[config.mk]
export PLATFORM = sky130hd
export DESIGN_NAME = blink_counter
export DESIGN_NICKNAME = d
export VERILOG_FILES = /design/src/rtl/blink_counter.sv
export SDC_FILE = /design/constraint.sdc
export NUM_CORES = 1
export LEC_CHECK = 0
export ABC_CLOCK_PERIOD_IN_PS = 7790
export CAP_MARGIN = 10
export CORE_ASPECT_RATIO = 0.5
export CORE_UTILIZATION = 50
export CTS_CLUSTER_SIZE = 16
export DETAILED_ROUTE_END_ITERATION = 16
export HOLD_SLACK_MARGIN = 0.02
export PLACE_DENSITY_LB_ADDON = 0.12
export SLEW_MARGIN = 20
export SYNTH_ARGS = -nofsm -noshare
export SYNTH_HDL_FRONTEND = slang
export SYNTH_SLANG_ARGS = --single-unit
[constraint.sdc]
create_clock -name clk -period 7.79 [get_ports clk]
set_input_delay 0.779 -clock clk [delete_from_list [all_inputs] [get_ports clk]]
set_output_delay 0.779 -clock clk [all_outputs]
set_load 0.1 [all_outputs]
[src/rtl/blink_counter.sv]
// blink_counter: prescaled WIDTH-bit time base driving the blinker currentCount bus.
// Modes: wrap-around (mode=0) and ping-pong up/down sweep (mode=1), with a
// programmable top limit and a synchronous, clamped load.
// Optional feature macro: BLINK_COUNTER_SNAPSHOT_EN adds snap/snapshot capture.
module blink_counter #(
   parameter int unsigned WIDTH      = 16,
   parameter int unsigned PRESCALE_W = 8
) (
   input  logic                  clk,
   input  logic                  rst_n,
   input  logic                  ena,
   input  logic [PRESCALE_W-1:0] prescale,
   input  logic [WIDTH-1:0]      limit,
   input  logic                  mode,
   input  logic                  load,
   input  logic [WIDTH-1:0]      load_value,
   output logic [WIDTH-1:0]      count,
   output logic                  tick,
   output logic                  wrap,
   output logic                  dir
`ifdef BLINK_COUNTER_SNAPSHOT_EN
   ,
   input  logic                  snap,
   output logic [WIDTH-1:0]      snapshot
`endif
);

   typedef enum logic {
      ST_UP   = 1'b0,
      ST_DOWN = 1'b1
   } state_t;

   state_t                  r_state;
   state_t                  w_state_n;
   logic [WIDTH-1:0]        r_count;
   logic [WIDTH-1:0]        w_count_n;
   logic [PRESCALE_W-1:0]   r_pre_cnt;
   logic [PRESCALE_W-1:0]   w_pre_n;
   logic                    r_tick;
   logic                    w_tick_n;
   logic                    r_wrap;
   logic                    w_wrap_n;
   logic                    r_dir;

   logic                    w_step;
   logic                    w_at_top;
   logic [WIDTH-1:0]        w_load_clamp;
   logic [WIDTH-1:0]        w_min_cnt_lim;

   // Step strobe and shared comparisons; a prescale below pre_cnt steps at once
   assign w_step        = (r_pre_cnt >= prescale);
   assign w_at_top      = (r_count >= limit);
   assign w_load_clamp  = (load_value < limit) ? load_value : limit;
   assign w_min_cnt_lim = (r_count < limit) ? r_count : limit;

   // Next-state, next-count and pulse generation
   always_comb begin
      w_state_n = r_state;
      w_count_n = r_count;
      w_pre_n   = r_pre_cnt;
      w_tick_n  = 1'b0;
      w_wrap_n  = 1'b0;

      if (load) begin
         w_count_n = w_load_clamp;
         w_pre_n   = '0;
      end else if (ena) begin
         if (w_step) begin
            w_pre_n  = '0;
            w_tick_n = 1'b1;
            if (!mode) begin
               w_state_n = ST_UP;
               if (w_at_top) begin
                  w_count_n = '0;
                  w_wrap_n  = 1'b1;
               end else begin
                  w_count_n = r_count + WIDTH'(1);
               end
            end else begin
               unique case (r_state)
                  ST_UP: begin
                     if (w_at_top) begin
                        w_state_n = ST_DOWN;
                        w_wrap_n  = 1'b1;
                        w_count_n = (limit == '0) ? '0 : (w_min_cnt_lim - WIDTH'(1));
                     end else begin
                        w_count_n = r_count + WIDTH'(1);
                     end
                  end
                  ST_DOWN: begin
                     if (r_count == '0) begin
                        w_state_n = ST_UP;
                        w_wrap_n  = 1'b1;
                        w_count_n = (limit == '0) ? '0 : WIDTH'(1);
                     end else begin
                        w_count_n = r_count - WIDTH'(1);
                     end
                  end
                  default: w_state_n = ST_UP;
               endcase
            end
         end else begin
            w_pre_n = r_pre_cnt + PRESCALE_W'(1);
         end
      end
   end

   // State and output registers
   always_ff @(posedge clk or negedge rst_n) begin
      if (!rst_n) begin
         r_state   <= ST_UP;
         r_count   <= '0;
         r_pre_cnt <= '0;
         r_tick    <= 1'b0;
         r_wrap    <= 1'b0;
         r_dir     <= 1'b0;
      end else begin
         r_state   <= w_state_n;
         r_count   <= w_count_n;
         r_pre_cnt <= w_pre_n;
         r_tick    <= w_tick_n;
         r_wrap    <= w_wrap_n;
         r_dir     <= (w_state_n == ST_DOWN);
      end
   end

   assign count = r_count;
   assign tick  = r_tick;
   assign wrap  = r_wrap;
   assign dir   = r_dir;

`ifdef BLINK_COUNTER_SNAPSHOT_EN
   logic [WIDTH-1:0] r_snapshot;

   // Capture the pre-update count whenever snap is high
   always_ff @(posedge clk or negedge rst_n) begin
      if (!rst_n) begin
         r_snapshot <= '0;
      end else if (snap) begin
         r_snapshot <= r_count;
      end
   end

   assign snapshot = r_snapshot;
`endif

endmodule
== Word level (Yosys, flattened, before mapping) ==
Index checks and enable logic that the tools add are counted.
W data, S select, Z words.
Storage, ports and cells
  register bits after elaboration: 27
  latch bits: 0
  bits in writable memories: 0
  bits in read-only memories: 0
  bits of input ports: 45
  output and inout port bits: 19
  logic and storage cells: 49
  memories: 0
Operators by class
  $add $sub $neg: 4
  multipliers: 0
  div/mod/pow operators: 0
  $lt $le $gt $ge: 4
  equality and inequality tests: 0
  shifts and indexed selects: 0
  muxes and demuxes: 28
  bitwise gates (word level): 2
  reductions and logical operators: 6
Operator list (number)
  $mux W16: 10
  $logic_not A16 Y1: 2
  $lt A16 B16 Y1: 2
  $pmux W16 S2: 1
  $sub A16 B1 Y16 const B: 2
  $mux W8: 3
  $add A16 B1 Y16 const B: 1
  $ge A16 B16 Y1: 1
  $mux W1: 12
  $add A8 B1 Y8 const B: 1
  $ge A8 B8 Y1: 1
  $pmux W1 S2: 2
  $reduce_bool A2 Y1: 2
  $reduce_and A3 Y1: 1
  $not A1 Y1: 2
  $reduce_and A2 Y1: 1

== Longest topological paths before layout ==
Gate-level depths: netlist of the first run.
  word-level depth: 10
  depth in mapped cells: 18
  depth with buffers taken out: 15

== Least setup slack after synthesis of the first run ==
Ideal clock, no wire load.
  path kind: register to register
  start: register r_count[0], in the netlist count[0]
  end: register r_count[14], in the netlist count[14]
  setup time: 0.094 ns
  data arrival time: 4.045 ns
  required time: 7.696 ns
  path slack: 3.651 ns
  cell stages (with the launch flop): 19
  path buffers: 3
  clock period less this slack: 4.139 ns
  cell sequence: dfrtp_1 -> buf_2 -> inv_1 -> ha_1 -> nor2b_1 -> o211ai_2 -> a2111oi_2 -> or3_1 -> buf_2 -> buf_4 -> mux2i_1 -> ha_1 -> nor3b_1 -> nand4_1 -> xnor2_1 -> nor4_1 -> a2111oi_0 -> a211oi_1 -> a211oi_1
On the way
  cells in the longest elaborated chain, start to end: 10
  elaborated cells on any way between the ends: 16
  those cells by class: 3 x add/sub; 2 x order compare; 10 x mux; 1 x reduce/logical
Ends and longest elaborated chain
  from (decl): RTL line 35  | logic [WIDTH-1:0] r_count;
  from (signal assigned): RTL line 119  | r_count <= w_count_n;
  $lt A16 B16 Y1: RTL line 54  | assign w_min_cnt_lim = (r_count < limit) ? r_count : limit;
  $mux W16: RTL line 54
  $sub A16 B1 Y16: RTL line 85  | w_count_n = (limit == '0) ? '0 : (w_min_cnt_lim - WIDTH'(1));
  $mux W16: RTL line 85
  $mux W16: RTL line 82  | if (w_at_top) begin
  $pmux W16 S2: RTL line 80  | unique case (r_state)
  $mux W16 *: RTL line 71  | if (!mode) begin
  $mux W16 *: RTL line 68  | if (w_step) begin
  $mux W16 *: RTL line 67  | end else if (ena) begin
  $mux W16 *: RTL line 64  | if (load) begin
Every way passes the cells marked *; elsewhere a longest branch is shown, timed or not. The select of a mux whose other input is x is not followed.
A chain may end at the register's enable or synchronous reset.

== Worst setup path after layout of the first run ==
  start: input port limit[11]
  end: register r_count[14], in the netlist count[14]
On the way
  cells in the longest elaborated chain, start to end: 10
  elaborated cells on any way between the ends: 15
  those cells by class: 1 x add/sub; 3 x order compare; 10 x mux; 1 x reduce/logical
Ends and longest elaborated chain
  from (decl): RTL line 13  | input logic [WIDTH-1:0] limit,
  $lt A16 B16 Y1: RTL line 54
  $mux W16: RTL line 54
  $sub A16 B1 Y16: RTL line 85
  $mux W16: RTL line 85
  $mux W16: RTL line 82
  $pmux W16 S2: RTL line 80
  $mux W16: RTL line 71
  $mux W16: RTL line 68
  $mux W16: RTL line 67
  $mux W16 *: RTL line 64
Marks and branches as above.

==> results of run 1 <==
==> state kept, by name, summed over array words and instances (netlist names) <==
name / cells
r_pre_cnt: 8
tick: 1
dir: 1
count: 16
wrap: 1
==> synth_stat cells (all sizes together) (3+ instances only) <==
library cell / number
o21ai: 22
o21a: 3
inv: 34
mux2: 3
and3: 4
a21o: 9
xor2: 7
xnor2: 20
and2: 9
or2: 4
mux2i: 23
buf: 20
nand2b: 5
a21oi: 26
nor3: 21
nor2: 31
nand2: 50
ha: 44
o221ai: 5
o31ai: 3
a221o: 4
clkbuf: 9
nor2b: 4
o211ai: 8
or3: 6
dfrtp: 27
a2111oi: 3
nand3: 14
or4: 4
nand4: 19
a221oi: 12
a211oi: 11
nor4: 12
==> critical path: stages <==
cell,delay (ns)
clkdlybuf4s50_1,0.58
inv_1,0.12
ha_1,0.35
nand2_1,0.07
o21a_1,0.19
o2bb2ai_1,0.73
or3_1,0.61
mux2i_1,0.30
ha_1,0.43
nor3b_1,0.31
nand4_1,0.15
xnor2_1,0.17
nor4_1,0.06
a2111oi_0,0.63
a211oi_1,0.09
a211oi_1,0.22
==> report_power, final <==
part	switching [mW]	total [mW]	internal [mW]
Clock	0.0562	0.126	0.0702
Sequential	0.0467	0.199	0.152
Combinational	0.260	0.399	0.139
==> cells by family after synthesis <==
group                      synth area share [%]
AOI/OAI and AO/OA                          24.2
xor gates and xnor gates                   5.85
adders and majority gates                  13.6
buffers and inverters                      7.58
DFF                                        16.7
muxes                                      6.53
and+or+nand+nor                            25.5
==> routing by layer <==
metal | GRT usage [%] | vias to the layer above | routed length (um)
li1 | - | 1958 | -
met1 | 44.6 | 1970 | 5780
met2 | 47.1 | 229 | 5220
met3 | 7.00 | 26 | 1250
met4 | 9.56 | 0 | 315
met5 | 0 | - | 0
==> worst paths after layout <==
| kind | end | cells past startpoint | start | slack (ns) |
|---|---|---|---|---|
| setup / recovery | count[14] | 16 | limit[11] | 2.17 |
| hold / removal | r_pre_cnt[4] | 1 | r_pre_cnt[4] | 0.56 |
| setup reg to reg | count[14] | 14 | count[9] | 2.74 |
| hold reg to reg | r_pre_cnt[4] | 1 | r_pre_cnt[4] | 0.56 |
| max in group asynchronous | count[2] | 2 | rst_n | 6.63 |
| min in group asynchronous | count[9] | 2 | rst_n | 0.89 |
==> cell type report <==
type / instances / area share [%]
inverters: 34 / 2.68
well taps: 108 / 2.84
clock inverters: 1 / 0.158
clock buffers: 3 / 1.58
flip-flops and latches: 27 / 14.2
multi-input cells: 413 / 64.9
repair buffers: 65 / 13.6
==> stage by stage <==
step / hold WS, ns / utilization [%] / power [mW]
final: 0.556 / 62.8 / 0.725
after global routing: 0.572 / 62.8 / 0.764
after CTS: 0.561 / 62.4 / 0.715
after detailed placement: 0.541 / 61.3 / 0.590
after global placement: 0.524 / 61.3 / 0.586
after floorplan: 0.483 / - / 0.486
==> impl_metrics.json, run 1 <==
{
  "drive_gt1_share_pct": 7.92,
  "fillers": 682,
  "die_area_sq_um": 8470,
  "slew-limit-headroom_pct": 26.4,
  "grt_overflow": 0,
  "finalSetupViolations": 0,
  "cts_tree": "yes",
  "die_y_um": 65.6,
  "grt_use_total_pct": 31.5,
  "setup_ws_ns": 2.17,
  "place_worst_setup_slack_ns": 1.94,
  "multiInputGateArea_sq_um": 3090,
  "start_util_pct": 53.4,
  "setup_tns_ns": 0,
  "final_cells": 651,
  "rsz0062_at_grt": "no",
  "place_area_sq_um": 4640,
  "antenna_found_initial": 0,
  "clockBufferDepth": 2,
  "drt_pass1_iterations": 5,
  "fmax_ghz": 0.178,
  "ys_seq_elements": 27,
  "synth_top_area_cell": "dfrtp_1",
  "grt_pass1_wl_mm": 20.1,
  "die_w_um": 129,
  "root_buffer": "clkbuf_16",
  "cts_resized": 0,
  "status": "finished clean",
  "timing_worst_setup_path_type": "input port to flip-flop",
  "antenna_cells": 0,
  "dp_hpwl_mm": 9.75,
  "syn_nets": 592,
  "slew_violations": 0,
  "row_count": 22,
  "core_region_area_sq_um": 7570,
  "fin_crit_ns": 5.62,
  "ys_async_sr_fraction_pct": 100,
  "vias": 4183,
  "drt-total-wl_mm": 12.6,
  "drtAntennaViolNets": 0,
  "path_max_fanout": 14,
  "io_pins": 64,
  "worst_pin_slew_ns": 1.10,
  "hold_path.class": "flip-flop to flip-flop",
  "fin_worst_skew_ns": 0.00540,
  "postCtsHoldBufs": 0,
  "portBuffers": 63,
  "drtIter0Drc": 562,
  "grt_pass1_vias": 3789,
  "fin_nets": 633,
  "synth_ff_type": "dfrtp_1",
  "netlist_area_sq_um": 4040,
  "drt-vias-per-instance": 6.43,
  "power_density_nw_per_um2": 152,
  "postCtsSetupBuffers": 0,
  "ys_types": 75,
  "area.growth.synth_to_final_pct": 17.6,
  "critPathLaunchType": "input port",
  "cts_num_sinks": 27,
  "final_cell_mix": "clkdlybuf4s50_1 (63), nand2_1 (49), ha_1 (44)",
  "cts_buffers": 3,
  "synth_warnings": 0,
  "synthTopCellsByArea": "dfrtp_1 (17%), ha_1 (14%), mux2i_1 (5.7%)",
  "synth-edff-count": 0,
  "yosys.area.top_type_share_pct": 16.7,
  "synthCells": 503,
  "period_share_pct": 72.2,
  "worstPathRequired_ns": 7.98,
  "final_cell_area_sq_um": 4750,
  "insertion_delay_ns": 0.28,
  "hold_violations": 0,
  "htree_levels": 1,
  "clkSlewWorstSetupHoldPaths_ns": 0.07,
  "ys_seq_area_share_pct": 16.7,
  "seq_area_sq_um": 676,
  "place_congestion": 0.953,
  "maxCapViolCount": 0,
  "layout_commonest_cell": "clkdlybuf4s50_1",
  "post-place-cells": 647,
  "leakagePower_nw": 1.97,
  "wl_per_cell_um": 19.3,
  "grt_max_degree": 30,
  "postSynthAreaPerCell_sq_um": 8.03,
  "worst_ep_arrival_time_ns": 5.81,
  "endpoint_kind": "flip-flop",
  "drcViolationCount": 0,
  "irDropWorstVdd_uv": 95.8
}
No activity file was read; power rests on OpenSTA's default activity.
==> run 2: changes to the inputs <==
--- a/config.mk
+++ b/config.mk
@@ -5,7 +5,7 @@
 export SDC_FILE = /design/constraint.sdc
 export NUM_CORES = 1
 export LEC_CHECK = 0
-export ABC_CLOCK_PERIOD_IN_PS = 7790
+export ABC_CLOCK_PERIOD_IN_PS = 5800
 export CAP_MARGIN = 10
 export CORE_ASPECT_RATIO = 0.5
 export CORE_UTILIZATION = 50
==> constraint.sdc (replaced) <==
create_clock -name clk -period 5.8 [get_ports clk]
set_input_delay 0.58 -clock clk [delete_from_list [all_inputs] [get_ports clk]]
set_output_delay 0.58 -clock clk [all_outputs]
set_load 0.1 [all_outputs]
==> run 2 against run 1 <==
Against the previous run: register-to-register slack lost 1.4 ns; count of clock-buffer cells in the layout increased by 1; sequential share of layout area hardly changed; combinational power rose by 36%; largest cell class unchanged; highest routed layer unchanged.
==> impl_metrics.json, run 2 (synthesized netlist as in run 1, its figures left out) <==
{
  "multiInputGateArea_sq_um": 3080,
  "maxCapViolCount": 0,
  "slew_violations": 0,
  "status": "finished clean",
  "worst_pin_slew_ns": 1.07,
  "layout_commonest_cell": "clkdlybuf4s50_1",
  "dp_hpwl_mm": 9.62,
  "cts_num_sinks": 27,
  "fmax_ghz": 0.211,
  "drive_gt1_share_pct": 8.24,
  "vias": 4239,
  "insertion_delay_ns": 0.28,
  "grt_pass1_wl_mm": 20.6,
  "die_y_um": 65.6,
  "rsz0062_at_grt": "no",
  "path_max_fanout": 12,
  "largest_reg_flops": 16,
  "grt_max_degree": 30,
  "drt-vias-per-instance": 6.48,
  "postCtsHoldBufs": 0,
  "core_region_area_sq_um": 7570,
  "grt_use_total_pct": 32.0,
  "drcViolationCount": 0,
  "grt_overflow": 0,
  "worstPathRequired_ns": 6.00,
  "drtAntennaViolNets": 0,
  "cts_tree": "yes",
  "fillers": 703,
  "root_buffer": "clkbuf_16",
  "reg2reg_slack_ns": 1.39,
  "clkSlewWorstSetupHoldPaths_ns": 0.08,
  "htree_levels": 1,
  "finalSetupViolations": 0,
  "cts_resized": 0,
  "irDropWorstVdd_uv": 125,
  "clockBufferDepth": 2,
  "drtIter0Drc": 553,
  "fin_worst_skew_ns": 0.0146,
  "fin_nets": 636,
  "hold_path.startpoint": "r_pre_cnt[7]",
  "cp_slowest_cell": "clkdlybuf4s50_1",
  "wl_per_cell_um": 19.7,
  "setup_ws_ns": 1.06,
  "die_area_sq_um": 8470,
  "fin_crit_ns": 4.74,
  "timing_worst_setup_path_type": "input port to flip-flop",
  "power_density_nw_per_um2": 207,
  "io_pins": 64,
  "setup_tns_ns": 0,
  "antenna_cells": 0,
  "crit_start": "limit[12]",
  "endpoint_kind": "flip-flop",
  "row_count": 22,
  "grt_pass1_vias": 3959,
  "final_cell_mix": "clkdlybuf4s50_1 (63), nand2_1 (49), ha_1 (44)",
  "hold_violations": 0,
  "critPathBufInv": 3,
  "place_congestion": 0.949,
  "cts_buffers": 3,
  "cp_top_family": "compound AO/OA/AOI/OAI gates",
  "period_share_pct": 81.7,
  "start_util_pct": 53.4,
  "portBuffers": 63,
  "drt-total-wl_mm": 12.9,
  "critPathLaunchType": "input port",
  "die_w_um": 129,
  "place_worst_setup_slack_ns": 0.893,
  "drt_pass1_iterations": 6,
  "area.growth.synth_to_final_pct": 17.8,
  "worst_ep_arrival_time_ns": 4.94,
  "antenna_found_initial": 0,
  "slew-limit-headroom_pct": 28.1,
  "cp_cell_sequence": "clkdlybuf4s50_1 -> inv_1 -> ha_1 -> nand4_2 -> a2111oi_2 -> buf_4 -> or3_1 -> mux2i_1 -> ha_1 -> and2_0 -> nand4_1 -> xnor2_1 -> a2111oi_0 -> a211oi_1 -> a211oi_1",
  "hold_path.class": "flip-flop to flip-flop",
  "seq_area_sq_um": 676,
  "worst_path_largest_cell_delay_ns": 0.54,
  "postCtsSetupBuffers": 0,
  "leakagePower_nw": 1.99,
  "r2r-start": "count[9]"
}
-- run 2: metrics by stage --
step / total power [mW] / hold slack (ns) / util, % / cell area, sq um / cells
after floorplan: 0.653 / 0.284 / - / 4040 / 503
after global placement: 0.791 / 0.519 / 61.6 / 4670 / 650
after detailed placement: 0.797 / 0.532 / 61.6 / 4670 / 650
after CTS: 0.970 / 0.546 / 62.7 / 4740 / 654
after global routing: 1.03 / 0.567 / 62.9 / 4760 / 654
final: 0.984 / 0.538 / 62.9 / 4760 / 654
-- run 2: where the power goes --
group	internal [mW]	switching, mW	total, mW
clock	0.0949	0.0805	0.175
combinational	0.189	0.352	0.541
sequential	0.205	0.0624	0.267
-- run 2: area by class of cell --
class                   count  share of cell area, %
flip-flops and latches     27                   14.2
repair buffers             68                   14.0
clock buffers               4                   1.66
well taps                 108                   2.84
multi-input cells         413                   64.6
inverters                  34                   2.68
-- run 2: metal layers --
metal | up-vias | share of wire, % | global-route usage, %
met4 | 0 | 2.6 | 8.38
li1 | 1980 | - | -
met3 | 43 | 11 | 7.49
met2 | 277 | 41 | 49.5
met5 | - | 0 | 0
met1 | 1939 | 45 | 44.3
-- run 2: path summary, 6_finish.rpt --
| kind | end | cells past startpoint |
|---|---|---|
| setup / recovery | count[14] | 15 |
| hold / removal | r_pre_cnt[7] | 1 |
| setup reg to reg | count[14] | 14 |
| hold reg to reg | r_pre_cnt[7] | 1 |
| max in group asynchronous | r_pre_cnt[4] | 2 |
| min in group asynchronous | count[15] | 2 |
==> run 3: changes to the inputs <==
--- a/config.mk
+++ b/config.mk
@@ -5,7 +5,7 @@
 export SDC_FILE = /design/constraint.sdc
 export NUM_CORES = 1
 export LEC_CHECK = 0
-export ABC_CLOCK_PERIOD_IN_PS = 5800
+export ABC_CLOCK_PERIOD_IN_PS = 4000
 export CAP_MARGIN = 10
 export CORE_ASPECT_RATIO = 0.5
 export CORE_UTILIZATION = 50
==> constraint.sdc (replaced) <==
create_clock -name clk -period 4 [get_ports clk]
set_input_delay 0.4 -clock clk [delete_from_list [all_inputs] [get_ports clk]]
set_output_delay 0.4 -clock clk [all_outputs]
set_load 0.1 [all_outputs]
==> run 3 against run 2 <==
Against the previous run: sequential cell count did not move; die area did not move; sequential power rose by 22%; sequential share of layout area fell by 1.2 points; final area rose by 9.2%; non-clock buffer count rose by 56; critical path depth rose by 2; hold slack got worse by 0.026 ns; utilization rose by 5.8 points; wire length rose by 4.9%; cell count rose by 8.6%.
==> impl_metrics.json, run 3 (synthesized netlist as in run 1, its figures left out) <==
{
  "r2r_cells": 16,
  "status": "finished clean",
  "reg2reg_slack_ns": 0.35,
  "portBuffers": 63,
  "cts_resized": 0,
  "wl_per_cell_um": 19.0,
  "die_y_um": 65.6,
  "die_area_sq_um": 8470,
  "timing_worst_setup_path_type": "input port to flip-flop",
  "root_buffer": "clkbuf_16",
  "clockBufferDepth": 2,
  "start_util_pct": 53.4,
  "endpoint_kind": "flip-flop",
  "grt_pass1_wl_mm": 22.1,
  "drtIter0Drc": 505,
  "drt_pass1_iterations": 6,
  "drtAntennaViolNets": 0,
  "grt_use_total_pct": 34.1,
  "fin_nets": 692,
  "path_max_fanout": 4,
  "hold_path.class": "input port to asynchronous set/reset pin",
  "worst_pin_slew_ns": 0.993,
  "largest_reg_flops": 16,
  "grt_pass1_vias": 4242,
  "fin_crit_ns": 3.82,
  "grt_max_degree": 30,
  "fmax_ghz": 0.262,
  "grt_overflow": 0,
  "drt-total-wl_mm": 13.5,
  "place_congestion": 0.952,
  "area.growth.synth_to_final_pct": 28.7,
  "layout_commonest_cell": "clkdlybuf4s50_1",
  "maxCapViolCount": 0,
  "antenna_found_initial": 0,
  "vias": 4448,
  "insertion_delay_ns": 0.28,
  "reg2reg_to": "count[12]",
  "critPathLaunchType": "input port",
  "period_share_pct": 95.4,
  "postCtsHoldBufs": 0,
  "slew_violations": 0,
  "antenna_cells": 0,
  "htree_levels": 1,
  "r2r-start": "count[0]",
  "rsz0062_at_grt": "no",
  "dp_hpwl_mm": 10.5,
  "io_pins": 64,
  "worstPathRequired_ns": 4.14,
  "postCtsSetupBuffers": 0,
  "drt-vias-per-instance": 6.26,
  "drcViolationCount": 0,
  "slew-limit-headroom_pct": 33.6,
  "finalSetupViolations": 0,
  "final_core_util_pct": 68.7,
  "irDropWorstVdd_uv": 210,
  "power_density_nw_per_um2": 294,
  "clkSlewWorstSetupHoldPaths_ns": 0.08,
  "cts_buffers": 3,
  "cts_tree": "yes",
  "leakagePower_nw": 2.25,
  "final_cell_mix": "clkdlybuf4s50_1 (63), buf_4 (61), nand2_1 (49)",
  "drive_gt1_share_pct": 17.8,
  "power.total_mw": 1.53,
  "fillers": 640,
  "fin_worst_skew_ns": 0.00368,
  "worst_ep_arrival_time_ns": 3.96,
  "hold_violations": 0,
  "worst_hold_slack_ns": 0.512,
  "core_region_area_sq_um": 7570,
  "cts_num_sinks": 27,
  "row_count": 22,
  "die_w_um": 129
}
==> run 3: cell types whose count changed in the layout (fill, tap and decap cells not counted), sizes merged <==
cell / delta
buf: +56
inv: +1
clkbuf: -1
==> run 3: how the worst max path moves through the flow <==
stage / from / end / cells past startpoint
floorplan: count[15] / count[14] / 16
global placement: limit[1] / count[14] / 16
detailed placement: limit[13] / count[14] / 15
CTS: limit[13] / count[14] / 15
global route: limit[13] / count[12] / 16
finish: limit[1] / count[12] / 17
==> run 3: routing by layer <==
layer,GRT usage (%),vias to the layer above,part of all wire [%],routed length [um]
met1,45.9,2058,43,5860
met2,54.5,250,43,5810
li1,-,2088,-,-
met4,8.68,0,3.1,414
met3,8.55,52,10,1400
met5,0,-,0,0
==> run 3: where the power goes <==
group | switching [mW] | internal [mW]
clock network | 0.121 | 0.139
logic | 0.597 | 0.346
registers | 0.0283 | 0.299
==> run 3: stage by stage <==
stage          setup TNS [ns]  area (sq um)  instances  setup slack [ns]
6_report                    0          5200        710             0.184
5_1_grt                     0          5200        710            0.0197
4_1_cts                     0          5170        710             0.144
3_5_place_dp           -0.176          5090        706            -0.127
3_3_place_gp                0          5090        706            0.0748
2_1_floorplan               0          4040        503            0.0159
==> run 3: critical path, stage by stage <==
cell and delay [ns]:
clkdlybuf4s50_1 0.47, inv_1 0.06, ha_1 0.30, nor2b_1 0.14, o211ai_2 0.24, a2111oi_4 0.12, or3_4 0.42, mux2i_1 0.21
ha_1 0.24, nor3b_1 0.27, and2_1 0.19, buf_4 0.12, nand2_1 0.07, xnor2_1 0.16, mux2i_1 0.09, a221oi_1 0.34
a221oi_1 0.10
==> run 3: area by class of cell <==
class	instances	area (sq um)	share of cell area, %
inverter	34	128	2.45
multi-input combinational	413	3090	59.4
clock buffer	3	75.1	1.44
timing repair buffer	124	1090	20.9
tap	108	135	2.60
clock inverter	1	8.76	0.168
sequential	27	678	13.0
